===== src/rtl/mem_port_arbiter.sv =====
// mem_port_arbiter
//   Shares the single SDRAM controller request port between the instruction
//   fetch requester (I) and the data load/store requester (D). One transaction
//   is in flight at a time: grant, issue the command (valid/ready), wait for
//   the response pulse, then pulse the owner's done for one cycle.
//   D normally wins a collision; after STARVE_LIMIT consecutive D grants made
//   while I is waiting, I is forced through. A watchdog aborts a transaction
//   that spends TIMEOUT cycles in ISSUE+WAIT without completing.
//
// Ports
//   clk, rst_n                 clock, async active-low reset
//   i_req, i_addr              fetch request / byte address
//   i_done, i_rdata            fetch done pulse / fetched word
//   d_req, d_we, d_oplen,
//   d_addr, d_wdata            data request, store flag, size code, address, store data
//   d_done, d_rdata            data done pulse / load data (0 for stores)
//   m_valid, m_ready           command handshake to the controller
//   m_we, m_oplen, m_addr,
//   m_wdata                    registered command fields
//   m_resp, m_rdata            controller response pulse / read data
//   busy                       transaction in progress
//   timeout_err                pulses with the done of an aborted transaction
module mem_port_arbiter #(
    parameter int STARVE_LIMIT = 4,
    parameter int TIMEOUT      = 255
) (
    input  logic        clk,
    input  logic        rst_n,
    input  logic        i_req,
    input  logic [24:0] i_addr,
    output logic        i_done,
    output logic [31:0] i_rdata,
    input  logic        d_req,
    input  logic        d_we,
    input  logic [1:0]  d_oplen,
    input  logic [24:0] d_addr,
    input  logic [31:0] d_wdata,
    output logic        d_done,
    output logic [31:0] d_rdata,
    output logic        m_valid,
    input  logic        m_ready,
    output logic        m_we,
    output logic [1:0]  m_oplen,
    output logic [24:0] m_addr,
    output logic [31:0] m_wdata,
    input  logic        m_resp,
    input  logic [31:0] m_rdata,
    output logic        busy,
    output logic        timeout_err
);

    localparam logic [3:0]  STARVE_MAX = 4'(STARVE_LIMIT);
    localparam logic [15:0] WD_LAST    = 16'(TIMEOUT - 1);
    // Fetches are always full words.
    localparam logic [1:0]  I_OPLEN    = 2'd2;

    typedef enum logic [1:0] {S_IDLE, S_ISSUE, S_WAIT, S_DONE} state_t;

    state_t      state;
    logic        owner_d;
    logic [3:0]  starve_cnt;
    logic [15:0] wd_cnt;

    logic        grant_d;
    logic        fin;
    logic        fin_to;
    logic [31:0] fin_data;

    // D wins a collision unless I has been passed over STARVE_LIMIT times.
    always_comb begin
        grant_d = d_req && !(i_req && (starve_cnt == STARVE_MAX));
    end

    // Completion of the current transaction. A response in WAIT beats the
    // watchdog; in ISSUE an acceptance beats it. Once expired, the count stays
    // at or past WD_LAST, so a command accepted on the expiry cycle still
    // gets exactly one WAIT cycle to answer before it is aborted.
    always_comb begin
        fin      = 1'b0;
        fin_to   = 1'b0;
        fin_data = 32'd0;
        if (state == S_WAIT && m_resp) begin
            fin      = 1'b1;
            fin_data = m_we ? 32'd0 : m_rdata;
        end else if (((state == S_ISSUE && !m_ready) || state == S_WAIT) &&
                     (wd_cnt >= WD_LAST)) begin
            fin    = 1'b1;
            fin_to = 1'b1;
        end
    end

    always_ff @(posedge clk or negedge rst_n) begin
        if (!rst_n) begin
            state       <= S_IDLE;
            owner_d     <= 1'b0;
            starve_cnt  <= 4'd0;
            wd_cnt      <= 16'd0;
            busy        <= 1'b0;
            m_valid     <= 1'b0;
            m_we        <= 1'b0;
            m_oplen     <= 2'd0;
            m_addr      <= 25'd0;
            m_wdata     <= 32'd0;
            i_done      <= 1'b0;
            d_done      <= 1'b0;
            i_rdata     <= 32'd0;
            d_rdata     <= 32'd0;
            timeout_err <= 1'b0;
        end else begin
            case (state)
                S_IDLE: begin
                    if (i_req || d_req) begin
                        state   <= S_ISSUE;
                        busy    <= 1'b1;
                        m_valid <= 1'b1;
                        wd_cnt  <= 16'd0;
                        owner_d <= grant_d;
                        if (grant_d) begin
                            m_we    <= d_we;
                            m_oplen <= d_oplen;
                            m_addr  <= d_addr;
                            m_wdata <= d_wdata;
                            if (i_req && starve_cnt != STARVE_MAX)
                                starve_cnt <= starve_cnt + 4'd1;
                        end else begin
                            m_we       <= 1'b0;
                            m_oplen    <= I_OPLEN;
                            m_addr     <= i_addr;
                            m_wdata    <= 32'd0;
                            starve_cnt <= 4'd0;
                        end
                    end
                end
                S_ISSUE, S_WAIT: begin
                    // Cannot wrap: at most WD_LAST+1 <= 65535.
                    wd_cnt <= wd_cnt + 16'd1;
                    if (fin) begin
                        state       <= S_DONE;
                        m_valid     <= 1'b0;
                        i_done      <= !owner_d;
                        d_done      <= owner_d;
                        timeout_err <= fin_to;
                        if (owner_d) d_rdata <= fin_data;
                        else         i_rdata <= fin_data;
                    end else if (state == S_ISSUE && m_ready) begin
                        state   <= S_WAIT;
                        m_valid <= 1'b0;
                    end
                end
                S_DONE: begin
                    state       <= S_IDLE;
                    busy        <= 1'b0;
                    i_done      <= 1'b0;
                    d_done      <= 1'b0;
                    timeout_err <= 1'b0;
                end
                default: state <= S_IDLE;
            endcase
        end
    end

endmodule


===== config.mk =====
export PLATFORM = sky130hd
export DESIGN_NAME = mem_port_arbiter
export DESIGN_NICKNAME = d
export VERILOG_FILES = /design/src/rtl/mem_port_arbiter.sv
export SDC_FILE = /design/constraint.sdc
export NUM_CORES = 1
export LEC_CHECK = 0
export CAP_MARGIN = 5
export CORE_ASPECT_RATIO = 1.1
export CORE_MARGIN = 4
export CORE_UTILIZATION = 46
export DETAILED_ROUTE_END_ITERATION = 7
export PLACE_DENSITY = 0.79
export SYNTH_ARGS = -nofsm -noshare
export SYNTH_HDL_FRONTEND = slang
export SYNTH_SLANG_ARGS = --single-unit
export TNS_END_PERCENT = 20

===== constraint.sdc =====
create_clock -name clk -period 2.55 [get_ports clk]
set_input_delay 0.3825 -clock clk [delete_from_list [all_inputs] [get_ports clk]]
set_output_delay 0.3825 -clock clk [all_outputs]
set_load 0.02 [all_outputs]

# Word level (Yosys, flattened, before mapping)
# Cells that the tools add are included.
[totals] reg_bits=152 input_bits=123 elab_cells=82
[classes] add_sub_neg=2 order_cmp=1 eq_ne=9 mux=28 bitwise_logic=1 n_reduce_logical=26
[op_table] operator="32-bit 2-to-1 mux" count=3
[op_table] operator="16-bit one-hot mux with 2 select lines" count=1
[op_table] operator="25-bit 2-to-1 mux" count=1
[op_table] operator="16-bit by 1-bit adder with 16-bit output (second input constant)" count=1
[op_table] operator="16-bit by 8-bit >= comparator with 1-bit output (second input constant)" count=1
[op_table] operator="16-bit 2-to-1 mux" count=1
[op_table] operator="3-bit AND reduction" count=4
[op_table] operator="1-bit 2-to-1 mux" count=10
[op_table] operator="1-bit one-hot mux with 2 select lines" count=5
[op_table] operator="2-bit AND reduction" count=5
[op_table] operator="2-bit 2-to-1 mux" count=4
[op_table] operator="4-bit 2-to-1 mux" count=2
[op_table] operator="1-bit logical AND" count=7
[op_table] operator="2-bit one-hot mux with 3 select lines" count=1
[op_table] operator="2-bit nonzero test" count=3
[op_table] operator="4-bit by 1-bit adder with 4-bit output (second input constant)" count=1
[op_table] operator="2-bit equality test (second input constant)" count=2
[op_table] operator="4-bit by 3-bit equality test with 1-bit output (second input constant)" count=1
[op_table] operator="2-bit inequality test (second input constant)" count=2
[op_table] operator="4-bit by 3-bit inequality test with 1-bit output (second input constant)" count=1
[op_table] operator="1-bit logical NOT" count=3
[op_table] operator="3-bit inequality test (second input constant)" count=1
[op_table] operator="2-bit by 1-bit equality test with 1-bit output (second input constant)" count=1
[op_table] operator="2-bit logical NOT" count=1
[op_table] operator="other kinds (4)" count=5

# Depth between registers and ports, before layout
[logic_depth] word_depth=8 ltp_mapped=8

# Worst setup path after synthesis
# OpenSTA, ideal clock, no wires.
[synth_timing] path_type="register to register" start="register state[0]" end="register wd_cnt[14]" setup_ps=78 arrival_ps=1869 path_slack_ps=602 stages_incl_launch_ff=9 synth_period_minus_slack_ps=1948 cell_sequence="dfrtp_1 -> inv_1 -> ha_1 -> buf_2 -> or3b_1 -> buf_2 -> o2111ai_1 -> or4_1 -> a21oi_1"
[synth_via] elab_chain_len=4
[synth_lines] element="start, declared" line_no="59" source="state_t state;"
[synth_lines] element="start signal, assigned" line_no="94" source="state <= S_IDLE;"
[synth_lines] element="start signal, assigned" line_no="113" source="state <= S_ISSUE;"
[synth_lines] element="start signal, assigned" line_no="138" source="state <= S_DONE;"
[synth_lines] element="2-bit equality test or 2-bit by 1-bit equality test with 1-bit output (tied branches)" line_no="110" source="case (state)"
[synth_lines] element="2-bit OR reduction" line_no="110"
[synth_lines] element="2-bit nonzero test (no line)"
[synth_lines] element="2-bit AND reduction (no line)"
[synth_lines] element="end signal, assigned" line_no="136" source="wd_cnt <= wd_cnt + 16'd1;"
[synth_lines] element="end, declared" line_no="62" source="logic [15:0] wd_cnt;"
# Several ways; a longest one is shown, not always the timed one.
# A chain may end at the register's enable or synchronous reset.

# Final worst setup path
# Same ends and word-level chain as after synthesis.

==> results.py <==
metrics = {
    "sta": {
        "skew_ns": 0.0101,
        "fin_setup_tns_ns": 0,
        "timing.slew.headroom": 0.610,
        "slew_violations": 0,
        "hold_violations": 0,
        "worst_slew_pin_slew_ns": 0.585,
        "fin_crit_sh": 0.884,
        "period_minus_slack_ns": 2.25,
        "finalSetupViolations": 0,
        "fmax_ghz": 0.444,
        "rsz0062_at_grt": "no",
    },
    "critical_path": {
        "end_kind": "register",
        "critical_path_class": "register to register",
        "worstSetupStartpointType": "register",
        "arrival_ns": 2.60,
        "crit_fanout": 10,
        "cp.required_ns": 2.89,
    },
    "cts": {
        "cts_tree": "yes",
        "cts.sinks": 152,
        "root_buffer": "clkbuf_16",
        "cts_buffers": 17,
        "clockBufferDepth": 2,
        "cts_max_level": 4,
        "cts_setup_buffers": 0,
        "clk_pin_slew_worst_paths_ns": 0.06,
        "clk_latency_ns": 0.42,
    },
    "yosys": {
        "syn-instance-count": 727,
        "synth_simple_gate_area_frac": 0.158,
        "synth.yosys.seq_area_share": 0.528,
        "synth_fa_ha_area_frac": 0.0139,
        "yosysTopAreaCellShare": 0.528,
        "synth_top_family_by_area": "compound AO/OA/AOI/OAI gates",
        "syn_nets": 858,
        "synth_compound_area_frac": 0.216,
        "synth_most_common_cell": "dfrtp_1",
        "synth_top_area_cell": "dfrtp_1",
        "syn-cell-area_um2": 7210,
        "synth_seq_cells": 152,
        "yosysWarningCount": 0,
        "synth_area_leaders": "dfrtp_1 53%, o211ai_1 6.8%, and3_1 5.6%, nand2_1 5.6%, a21oi_1 5.2%",
        "synthMuxAreaShare": 0.0377,
        "synth_cell_type_count": 49,
        "synth_common_cells": "152 x dfrtp_1, 107 x nand2_1, 75 x a21oi_1, 65 x and3_1, 65 x o211ai_1",
        "synth_ff_type": "dfrtp_1",
        "synth_xor_area_frac": 0.00607,
        "synth-async-reset-ratio": 1.00,
        "syn_area_per_cell_um2": 9.92,
        "synth_edf_count": 0,
    },
    "place": {
        "port_buffers": 251,
        "dp_hpwl_um": 14900,
        "place.gp.congestion": 0.841,
        "dpl_cell_area_um2": 9990,
    },
    "detailed_routing": {
        "wl_um": 21600,
        "dr.first_iter.drc_count": 440,
        "wire_per_inst_um": 18.5,
        "via_per_inst": 5.62,
        "firstDrtPassIters": 5,
        "final_antenna_net_count": 0,
        "vias": 6556,
        "route.detailed.drc": 0,
    },
    "floorplan": {
        "die-area_um2": 17700,
        "rows": 47,
        "die_x_um": 127,
        "io_pins": 252,
        "die-height_um": 139,
        "coreArea_um2": 15200,
        "initial_core_util": 0.473,
    },
    "power_and_ir_drop": {
        "p_leak_nw": 4.52,
        "peakVddDrop_mv": 0.716,
        "powerDensity_nw_per_um2": 1030,
        "total_power_mw": 10.9,
    },
    "global_routing": {
        "grt_pass1_vias": 6412,
        "antenna_found_initial": 0,
        "grt_overflow_total": 0,
        "grt_max_degree": 85,
        "grt_pass1_wl_um": 34600,
        "grt_usage": 0.244,
    },
    "layout": {
        "diodes": 0,
        "areaGrowthSynthToFinish_pct": 46.5,
        "fillers": 1147,
        "drive_gt1_frac": 0.0608,
        "regArea_um2": 3800,
        "final_net_count": 1089,
        "finalInstanceArea_um2": 10600,
        "multi_input_area_um2": 3140,
    },
    "hold_path": {
        "hold_class": "input port to asynchronous set/reset pin",
    },
    "outcome": {
        "outcome": "finished, final reports clean",
    },
    "job": {
        "cap_viol_max_count": 0,
    },
}
==> critical path: stages, from the launching register on <==
cell and delay (ns):
dfrtp_1 0.38, inv_1 0.09, ha_1 0.35, or3b_1 0.38, o2111ai_1 0.35, or4_1 0.49
a21oi_1 0.15
==> report_power, final <==
part | switching [mW] | internal (mW)
combinational | 2.79 | 2.20
sequential | 0.430 | 3.04
clock | 0.957 | 1.48
==> what timing repair did <==
| action | CTS | global route |
|---|---|---|
| setup endpoints to repair | 0 | 1 |
| hold endpoints to repair | 49 | 0 |
| gates resized for setup | 0 | 1 |
| hold buffers | 1 | 0 |
==> path summary, 6_finish.rpt <==
check | from | endpoint | slack (ns) | depth (start not counted)
min in group clk | m_addr[16] | m_addr[16] | 0.48 | 2
worst max-delay path | state[0] | wd_cnt[14] | 0.30 | 6
max in group asynchronous | rst_n | m_addr[8] | 1.24 | 3
worst min-delay path | rst_n | i_rdata[15] | 0.46 | 2
worst max register to register | state[0] | wd_cnt[14] | 0.30 | 6
worst min register to register | m_addr[16] | m_addr[16] | 0.48 | 2
==> cell type report <==
cell class,count,share of cell area
inverter,9,0.00320
timing repair buffer,274,0.263
sequential,152,0.360
clock inverter,8,0.00924
clock buffer,23,0.0443
multi-input combinational,504,0.297
tap,196,0.0232
==> metal layers <==
metal | vias up | routed length (µm) | GRT usage
li1 | 3113 | - | -
met1 | 3144 | 8740 | 0.305
met2 | 252 | 10700 | 0.401
met3 | 47 | 1450 | 0.0659
met4 | 0 | 686 | 0.0977
met5 | - | 0 | 0
==> flip-flops by register name, indices dropped and copies added, names as in the netlist <==
signal       cells
m_valid          1
d_rdata         32
state            2
m_we             1
timeout_err      1
i_done           1
wd_cnt          16
m_wdata         32
d_done           1
m_addr          25
m_oplen          2
owner_d          1
busy             1
starve_cnt       4
i_rdata         32
==> cell usage in the layout (no fill, tap or decap), types with 3 or more instances in the layout <==
master / count
clkdlybuf4s50_1: 250
dfrtp_1: 152
nand2_1: 106
a21oi_1: 74
o211ai_1: 65
and3_1: 65
o21ai_0: 36
a22o_1: 35
mux2i_1: 26
clkbuf_16: 17
nor2_1: 15
buf_4: 15
nand3_1: 11
inv_1: 9
ha_1: 8
buf_12: 7
or4_1: 6
nand2b_1: 4
or3_1: 4
clkbuf_1: 4
o211a_1: 3
a21o_1: 3
o31ai_1: 3
a31oi_1: 3
xor2_1: 3
clkinvlp_4: 3
clkinv_2: 3
==> metrics by stage <==
stage                     hold slack, ns  setup slack (ns)   util  instances
final                              0.465             0.296  0.694       1166
after global routing               0.503             0.111  0.694       1166
after CTS                          0.476             0.274  0.694       1166
after detailed placement           0.359             0.309  0.656       1134
after global placement             0.359             0.348  0.656       1134
after floorplan                   0.0869             0.602      -        727
==> cells by family after synthesis <==
| group | after synthesis |
|---|---|
| compound gates | 235 |
| xor+xnor | 5 |
| fa+ha+maj | 8 |
| buf+inv | 71 |
| flops | 152 |
| mux | 27 |
| simple gates | 229 |
(Power assumes the default switching activity.)
